[config.mk]
export PLATFORM = sky130hd
export DESIGN_NAME = dec_n_seq
export DESIGN_NICKNAME = d
export VERILOG_FILES = /design/src/rtl/dec_n_seq_pkg.sv /design/src/rtl/dec_n_seq_dec.sv /design/src/rtl/dec_n_seq.sv
export SDC_FILE = /design/constraint.sdc
export NUM_CORES = 1
export LEC_CHECK = 0
export CAP_MARGIN = 15
export CELL_PAD_IN_SITES_DETAIL_PLACEMENT = 0
export CELL_PAD_IN_SITES_GLOBAL_PLACEMENT = 1
export CORE_MARGIN = 2
export CORE_UTILIZATION = 39
export DETAILED_ROUTE_END_ITERATION = 12
export GPL_TIMING_DRIVEN = 0
export PLACE_DENSITY = 0.85
export SYNTH_ARGS = -nofsm -noshare
export SYNTH_HDL_FRONTEND = slang
export SYNTH_SLANG_ARGS = --single-unit
[constraint.sdc]
create_clock -name clk -period 2.5 [get_ports clk]
set_input_delay 0.25 -clock clk [delete_from_list [all_inputs] [get_ports clk]]
set_output_delay 0.25 -clock clk [all_outputs]
set_load 0.01 [all_outputs]
[src/rtl/dec_n_seq_pkg.sv]
// Shared types and helpers for the sequenced one-hot decoder.
package dec_n_seq_pkg;

    typedef enum logic [1:0] {
        ST_IDLE  = 2'd0,
        ST_SWEEP = 2'd1,
        ST_DRAIN = 2'd2
    } state_e;

    function automatic int out_w(input int n);
        return 1 << n;
    endfunction

endpackage

[src/rtl/dec_n_seq_dec.sv]
// Combinational n-to-2^n one-hot decoder.
module dec_n
    import dec_n_seq_pkg::*;
#(
    parameter int n = 5
) (
    input  logic [n-1:0]        src,
    output logic [out_w(n)-1:0] z
);

    for (genvar i = 0; i < out_w(n); i++) begin : g_bit
        assign z[i] = (src == n'(i));
    end

endmodule

[src/rtl/dec_n_seq.sv]
// Registered one-hot decoder with valid/ready handshakes and a sweep mode
// that walks one line across [SWEEP_FIRST, SWEEP_LAST], then pulses done.
module dec_n_seq
    import dec_n_seq_pkg::*;
#(
    parameter int N           = 5,
    parameter int SWEEP_FIRST = 0,
    parameter int SWEEP_LAST  = (1 << N) - 1
) (
    input  logic                clk,
    input  logic                rst_n,
    input  logic [N-1:0]        src,
    input  logic                in_valid,
    output logic                in_ready,
    input  logic                sweep_req,
    output logic [out_w(N)-1:0] z,
    output logic                z_valid,
    input  logic                z_ready,
    output logic                sweep_busy,
    output logic                sweep_done
);

    localparam int            W         = out_w(N);
    localparam logic [N-1:0] FIRST_IDX = N'(SWEEP_FIRST);
    localparam logic [N-1:0] LAST_IDX  = N'(SWEEP_LAST);

    state_e         state, state_nxt;
    logic [N-1:0]   idx;
    logic [N-1:0]   dec_src;
    logic [W-1:0]   dec_z;
    logic           slot_free;
    logic           dec_load;
    logic           sweep_load;
    logic           drain_take;

    assign slot_free = !z_valid || z_ready;

    always_ff @(posedge clk or negedge rst_n) begin
        if (!rst_n) state <= ST_IDLE;
        else        state <= state_nxt;
    end

    always_comb begin
        state_nxt = state;
        case (state)
            ST_IDLE:  if (sweep_req) state_nxt = ST_SWEEP;
            ST_SWEEP: if (slot_free && idx == LAST_IDX) state_nxt = ST_DRAIN;
            ST_DRAIN: if (z_valid && z_ready) state_nxt = ST_IDLE;
            default:  state_nxt = ST_IDLE;
        endcase
    end

    // sweep_req blocks in_ready so a colliding decode is never accepted.
    always_comb begin
        in_ready   = 1'b0;
        dec_load   = 1'b0;
        sweep_load = 1'b0;
        drain_take = 1'b0;
        sweep_busy = (state != ST_IDLE);
        case (state)
            ST_IDLE: begin
                in_ready = !sweep_req && slot_free;
                dec_load = in_valid && in_ready;
            end
            ST_SWEEP: sweep_load = slot_free;
            ST_DRAIN: drain_take = z_valid && z_ready;
            default: ;
        endcase
    end

    // Index saturates at LAST_IDX; the DRAIN exit rewinds it for the next sweep.
    always_ff @(posedge clk or negedge rst_n) begin
        if (!rst_n)
            idx <= FIRST_IDX;
        else if (state == ST_IDLE && sweep_req)
            idx <= FIRST_IDX;
        else if (sweep_load && idx != LAST_IDX)
            idx <= idx + 1'b1;
        else if (drain_take)
            idx <= FIRST_IDX;
    end

    assign dec_src = (state == ST_SWEEP) ? idx : src;

    dec_n #(.n(N)) u_dec (
        .src (dec_src),
        .z   (dec_z)
    );

    always_ff @(posedge clk or negedge rst_n) begin
        if (!rst_n) begin
            z          <= '0;
            z_valid    <= 1'b0;
            sweep_done <= 1'b0;
        end else begin
            sweep_done <= drain_take;
            if (dec_load || sweep_load) begin
                z       <= dec_z;
                z_valid <= 1'b1;
            end else if (z_valid && z_ready) begin
                z       <= '0;
                z_valid <= 1'b0;
            end
        end
    end

endmodule
==> results of run 1 <==
-- logic make-up (layout without fill, tap and decap cells) --
kind of cell / count (synthesis) / after routing / share of synthesized area [%]
buffers and inverters: 13 / 66 / 4.177
muxes: 8 / 8 / 5.424
DFF: 41 / 41 / 51.12
and+or+nand+nor: 46 / 46 / 14.59
AOI/OAI and AO/OA: 48 / 48 / 23.44
adders and majority gates: 2 / 2 / 1.247
-- layout make-up --
| class | count | area (sq um) | area share (%) |
|---|---|---|---|
| buffer | 7 | 61.31 | 2.338 |
| tap | 70 | 87.58 | 3.340 |
| clock inverter | 2 | 10.01 | 0.3817 |
| clock buffer | 6 | 72.57 | 2.767 |
| timing repair buffer | 45 | 445.4 | 16.98 |
| inverter | 6 | 22.52 | 0.8588 |
| multi-input combinational | 104 | 897.1 | 34.21 |
| sequential | 41 | 1026 | 39.12 |
-- critical path, stage by stage (launching register included) --
cell             delay, ns
dfrtp_1               0.43
buf_2                 0.21
nor2_1                0.16
inv_1                 0.08
nor3_1                0.16
clkdlybuf4s50_1       0.55
-- per-layer routing --
layer | vias up | global-route usage (%) | share of wire (%)
met4 | 0 | 6.433 | 1.5
met5 | - | 0 | 0
li1 | 706 | - | -
met3 | 8 | 3.968 | 3.9
met1 | 720 | 24.22 | 49
met2 | 37 | 25.60 | 46
-- registers in the layout, indices dropped and copies added, names as in the netlist --
signal,flops
z,32
sweep_done,1
idx,5
state,2
z_valid,1
-- cells in the final DEF (no fill, tap or decap), types with 2 or more instances in the layout --
cell type        Yosys  layout
ha_1                 2       2
a31oi_4              2       2
nand2b_1             3       3
dfrtp_1             41      41
a32o_1               8       8
and4bb_2             2       2
o2bb2ai_1            6       6
buf_2                3       4
nor3_1               2       2
nor2_1              11      11
clkbuf_8             0       5
mux2_4               2       2
a31oi_2              2       2
inv_1                6       6
a22o_1              20      20
buf_6                2       2
clkdlybuf4s50_1      0      44
nor2_2               2       2
and3_1               2       2
clkinv_2             0       2
nor2b_1              3       3
nand2_1              8       8
mux2_2               2       2
nor4bb_1             2       2
mux2i_1              2       2
o21ai_0              2       2
nand3_1              2       2
-- Yosys cell counts, drive strengths merged --
cell / instances / share of area [%]
dfrtp: 41 / 51
nand2: 8 / 1.5
nor3b: 1 / 0.37
mux2i: 4 / 2.8
a31oi: 5 / 3.7
a221o: 1 / 0.50
nor3: 3 / 1.3
nor2: 14 / 3.2
nand3b: 1 / 0.37
nand2b: 4 / 1.6
o211ai: 1 / 1.1
mux2: 4 / 2.6
o21a: 1 / 0.37
nand3: 2 / 0.50
o21ai: 2 / 0.50
or2: 1 / 0.31
inv: 6 / 1.1
ha: 2 / 1.2
nor4b: 1 / 0.44
buf: 7 / 3.1
and3: 2 / 0.62
a32o: 8 / 4.0
o2bb2ai: 6 / 2.6
a211oi: 1 / 0.62
and3b: 1 / 0.44
o211a: 1 / 0.50
nor4bb: 2 / 1.0
a31o: 1 / 0.44
a22o: 20 / 8.7
a211o: 1 / 0.44
nor2b: 4 / 1.6
and4bb: 2 / 1.2
-- worst paths after layout --
check,from,end,slack (ns)
min in group clk,z[27]$_DFFE_PN0P_,z[27]$_DFFE_PN0P_,0.49
max reg2reg,idx[0]$_DFFE_PN0P_,idx[2]$_DFFE_PN0P_,0.43
min,rst_n,sweep_done$_DFF_PN0_,0.07
max,state[0]$_DFFE_PN0P_,in_ready,0.37
max in group asynchronous,rst_n,z[19]$_DFFE_PN0P_,1.87
min reg2reg,z[27]$_DFFE_PN0P_,z[27]$_DFFE_PN0P_,0.49
-- per-stage QoR --
step | hold slack [ns] | instances | power (mW) | setup slack (ns)
after global placement | 0.4798 | 273 | 1.721 | 0.1852
after global routing | 0.1439 | 281 | 2.273 | 0.1544
after detailed placement | 0.4258 | 273 | 1.735 | 0.4317
after floorplan | -0.04559 | 158 | 1.402 | 0.6295
after CTS | 0.08952 | 281 | 2.162 | 0.3381
final | 0.06545 | 281 | 2.138 | 0.3695
-- where the power goes --
group          switching (mW)  internal [mW]  leakage, nW
logic                   0.408          0.419        0.509
registers               0.115          0.780        0.552
clock network           0.222          0.193       0.0450
==> impl_metrics.json, run 1 <==
{
  "start_util_pct": 39.80,
  "cp.arrival_ns": 1.88,
  "critPathRequiredTime_ns": 2.25,
  "dieArea_sq_mm": 0.005736,
  "nets": 222,
  "drc_errors": 0,
  "tns_ns": 0,
  "final_core_util_pct": 52.01,
  "drtIter0Drc": 66,
  "clock-sinks": 41,
  "grt_pass1_wl_microns": 7169,
  "power.density_mw_per_mm2": 815.4,
  "viasPerCell": 5.235,
  "status": "complete, no violations",
  "ir_drop_v": 0.0004548,
  "io_buffer_count": 45,
  "grt_max_degree": 42,
  "clkLatencyLatePin_ns": 0.30,
  "die_width_microns": 75.74,
  "track_usage_pct": 17.10,
  "final-hold-violation-count": 0,
  "via_count": 1471,
  "slew_violations": 0,
  "root_buffer": "clkbuf_8",
  "synth_cell_type_count": 45,
  "syn_avg_cell_area_sq_um": 12.70,
  "drtAntennaViolNets": 0,
  "drive_gt1_share_pct": 16.59,
  "syn_to_final_growth_pct": 30.67,
  "setup_violations": 0,
  "cts_tree": "done",
  "cts_made_buffers": 5,
  "cap_violations": 0,
  "fmax_mhz": 469.4,
  "cp_max_fo": 10,
  "dr.pass1.iters": 4,
  "cts_resized": 0,
  "grt_pass1_vias": 1429,
  "wirelength_microns": 4401,
  "synth_seq_area_share_pct": 51.12,
  "place_hpwl_microns": 3230,
  "yosys_warnings": 0,
  "hold_path_class": "input pin to async pin",
  "path_clk_slew_ns": 0.08,
  "core-area_sq_mm": 0.005042,
  "worst_pin_slew_ns": 0.8824,
  "worstSetupEndpointType": "output port",
  "skew_ns": 0.007758,
  "hold_buffers": 0,
  "antenna_cells": 0,
  "grt-ovfl-total": 0,
  "reg2reg_depth": 6,
  "place_congestion": 0.7664,
  "wl_per_cell_microns": 15.66,
  "clockBufferDepth": 2,
  "critPathKind": "register to output port",
  "netlist_instances": 158,
  "stdcell_area_sq_mm": 0.002623,
  "htree_levels": 2,
  "p_leak_nw": 1.106,
  "place_area_sq_mm": 0.002540,
  "antenna_found_initial": 0,
  "rsz0062_at_grt": "no",
  "finalCriticalPeriod_ns": 2.131,
  "critPathLaunchType": "register",
  "final.period_utilization_pct": 85.22,
  "syn_area_sq_mm": 0.002007,
  "syn_nets": 170,
  "synth-seq-cells": 41,
  "io_pins": 46,
  "floorplan.rows": 26,
  "num-fill-cells": 462,
  "dieHeight_microns": 75.74,
  "relSlewSlack_pct": 41.17,
  "postCtsSetupBuffers": 0
}
Note: power is estimated with default switching activity, not from simulation.
==> inputs of run 2 (changes only) <==
Settings changed: SLEW_MARGIN set to 20.
==> run 2 against run 1 <==
Effect of this change:
- fmax fell by 0.86%
- register-to-register slack worse by 0.02 ns
- utilization is 1.2 points higher
- critical path type unchanged
- worst setup slack got worse by 0.019 ns
- largest cell class unchanged
- first-iteration DRC count is 20% lower
- design area rose by 2.2%
- via count grew 0.41%
==> impl_metrics.json, run 2 (synthesized netlist as in run 1, its figures left out) <==
{
  "io_buffer_count": 45,
  "hold_path_class": "input pin to async pin",
  "track_usage_pct": 17.00,
  "reg2reg_slack_ns": 0.41,
  "drive_gt1_share_pct": 16.98,
  "nets": 224,
  "viasPerCell": 5.238,
  "dr.pass1.iters": 4,
  "clkLatencyLatePin_ns": 0.30,
  "final.period_utilization_pct": 85.96,
  "p_leak_nw": 1.132,
  "largest_register_ffs": 32,
  "top_regs": "z x32, idx x5, state x2",
  "drtIter0Drc": 53,
  "layout.cells.non_filler": 282,
  "grt_pass1_wl_microns": 7189,
  "finalCriticalPeriod_ns": 2.149,
  "top_register": "z",
  "reg2reg_depth": 6,
  "dieArea_sq_mm": 0.005736,
  "ir_drop_v": 0.0004811,
  "critPathLaunch": "state[0]$_DFFE_PN0P_",
  "path_clk_slew_ns": 0.08,
  "r2r_end": "idx[2]$_DFFE_PN0P_",
  "critPathKind": "register to output port",
  "cap_violations": 0,
  "num-fill-cells": 456,
  "tns_ns": 0,
  "place_area_sq_mm": 0.002567,
  "antenna_found_initial": 0,
  "wirelength_microns": 4345,
  "die_width_microns": 75.74,
  "hold_slack_ns": 0.4399,
  "dpl.cell_count": 274,
  "cts_resized": 0,
  "final_common_cell": "clkdlybuf4s50_1",
  "antenna_cells": 0,
  "setup_violations": 0,
  "cts_made_buffers": 5,
  "skew_ns": 0.006547,
  "slew_violations": 0,
  "final-hold-violation-count": 0,
  "htree_levels": 2,
  "power_mw": 2.241,
  "place_congestion": 0.7664,
  "final_cell_mix": "44 x clkdlybuf4s50_1, 41 x dfrtp_1, 20 x a22o_1",
  "power.density_mw_per_mm2": 835.6,
  "grt_max_degree": 23,
  "grt-ovfl-total": 0,
  "syn_to_final_growth_pct": 33.60,
  "io_pins": 46,
  "relSlewSlack_pct": 63.58,
  "worst_pin_slew_ns": 0.5389,
  "floorplan.rows": 26,
  "worstSetupEndpointType": "output port",
  "core-area_sq_mm": 0.005042,
  "grt_pass1_vias": 1416,
  "drtAntennaViolNets": 0,
  "critPathRequiredTime_ns": 2.25,
  "place_hpwl_microns": 3246,
  "wl_per_cell_microns": 15.41,
  "root_buffer": "clkbuf_8",
  "clockBufferDepth": 2,
  "clock-sinks": 41,
  "cts_tree": "done",
  "rsz0062_at_grt": "no",
  "via_count": 1477,
  "stdcell_area_sq_mm": 0.002681,
  "critPathLaunchType": "register",
  "cp.arrival_ns": 1.90,
  "cp_max_fo": 10,
  "start_util_pct": 39.80,
  "dieHeight_microns": 75.74,
  "drc_errors": 0,
  "fmax_mhz": 465.3,
  "status": "complete, no violations",
  "timing.rr.start": "idx[0]$_DFFE_PN0P_"
}
## run 2: changes by cell type in the layout (fill, tap and decap cells not counted)
cell / delta
buf_16: +1
bufinv_16: +1
clkbuf_1: -1
clkinv_2: -1
dlygate4sd3_1: +1
## run 2: critical path: stages (launching register included)
cell and delay, ns:
dfrtp_1 0.43, buf_2 0.20, nor2_1 0.18, inv_1 0.08, nor3_1 0.16, clkdlybuf4s50_1 0.55
## run 2: stage by stage
stage	utilization (%)	setup WS (ns)
2_1_floorplan	-	0.6295
3_3_place_gp	50.47	0.1852
3_5_place_dp	50.92	0.4259
6_report	53.18	0.3509
5_1_grt	53.18	0.2220
4_1_cts	53.18	0.3392
## run 2: what timing repair did
item | CTS | global route
buffers inserted | 0 | 0
hold buffers | 1 | 0
hold endpoints to repair | 19 | 0
## run 2: how the worst max path moves through the flow
stage | endpoint | depth (start not counted)
after floorplan | idx[2]$_DFFE_PN0P_ | 6
after global placement | z[30]$_DFFE_PN0P_ | 1
after detailed placement | idx[2]$_DFFE_PN0P_ | 6
after CTS | in_ready | 5
after global routing | in_ready | 5
final | in_ready | 5
## run 2: metal layers
metal,vias up,share of wire (%),track usage (%)
li1,709,-,-
met1,727,49,24.49
met2,32,45,24.44
met3,9,3.4,3.968
met4,0,2.2,7.407
met5,-,0,0
## run 2: report_power, final
| group | switching (mW) | internal, mW |
|---|---|---|
| registers | 0.115 | 0.780 |
| clock network | 0.226 | 0.290 |
| logic | 0.406 | 0.424 |
## run 2: area by class of cell
| class | instances | area [sq um] | area share, % |
|---|---|---|---|
| tap | 70 | 87.58 | 3.266 |
| clock inverter | 2 | 35.03 | 1.307 |
| buffer | 7 | 61.31 | 2.287 |
| clock buffer | 5 | 68.82 | 2.566 |
| sequential | 41 | 1026 | 38.26 |
| multi-input combinational | 104 | 897.1 | 33.46 |
| inverter | 6 | 22.52 | 0.8399 |
| timing repair buffer | 47 | 483.0 | 18.01 |
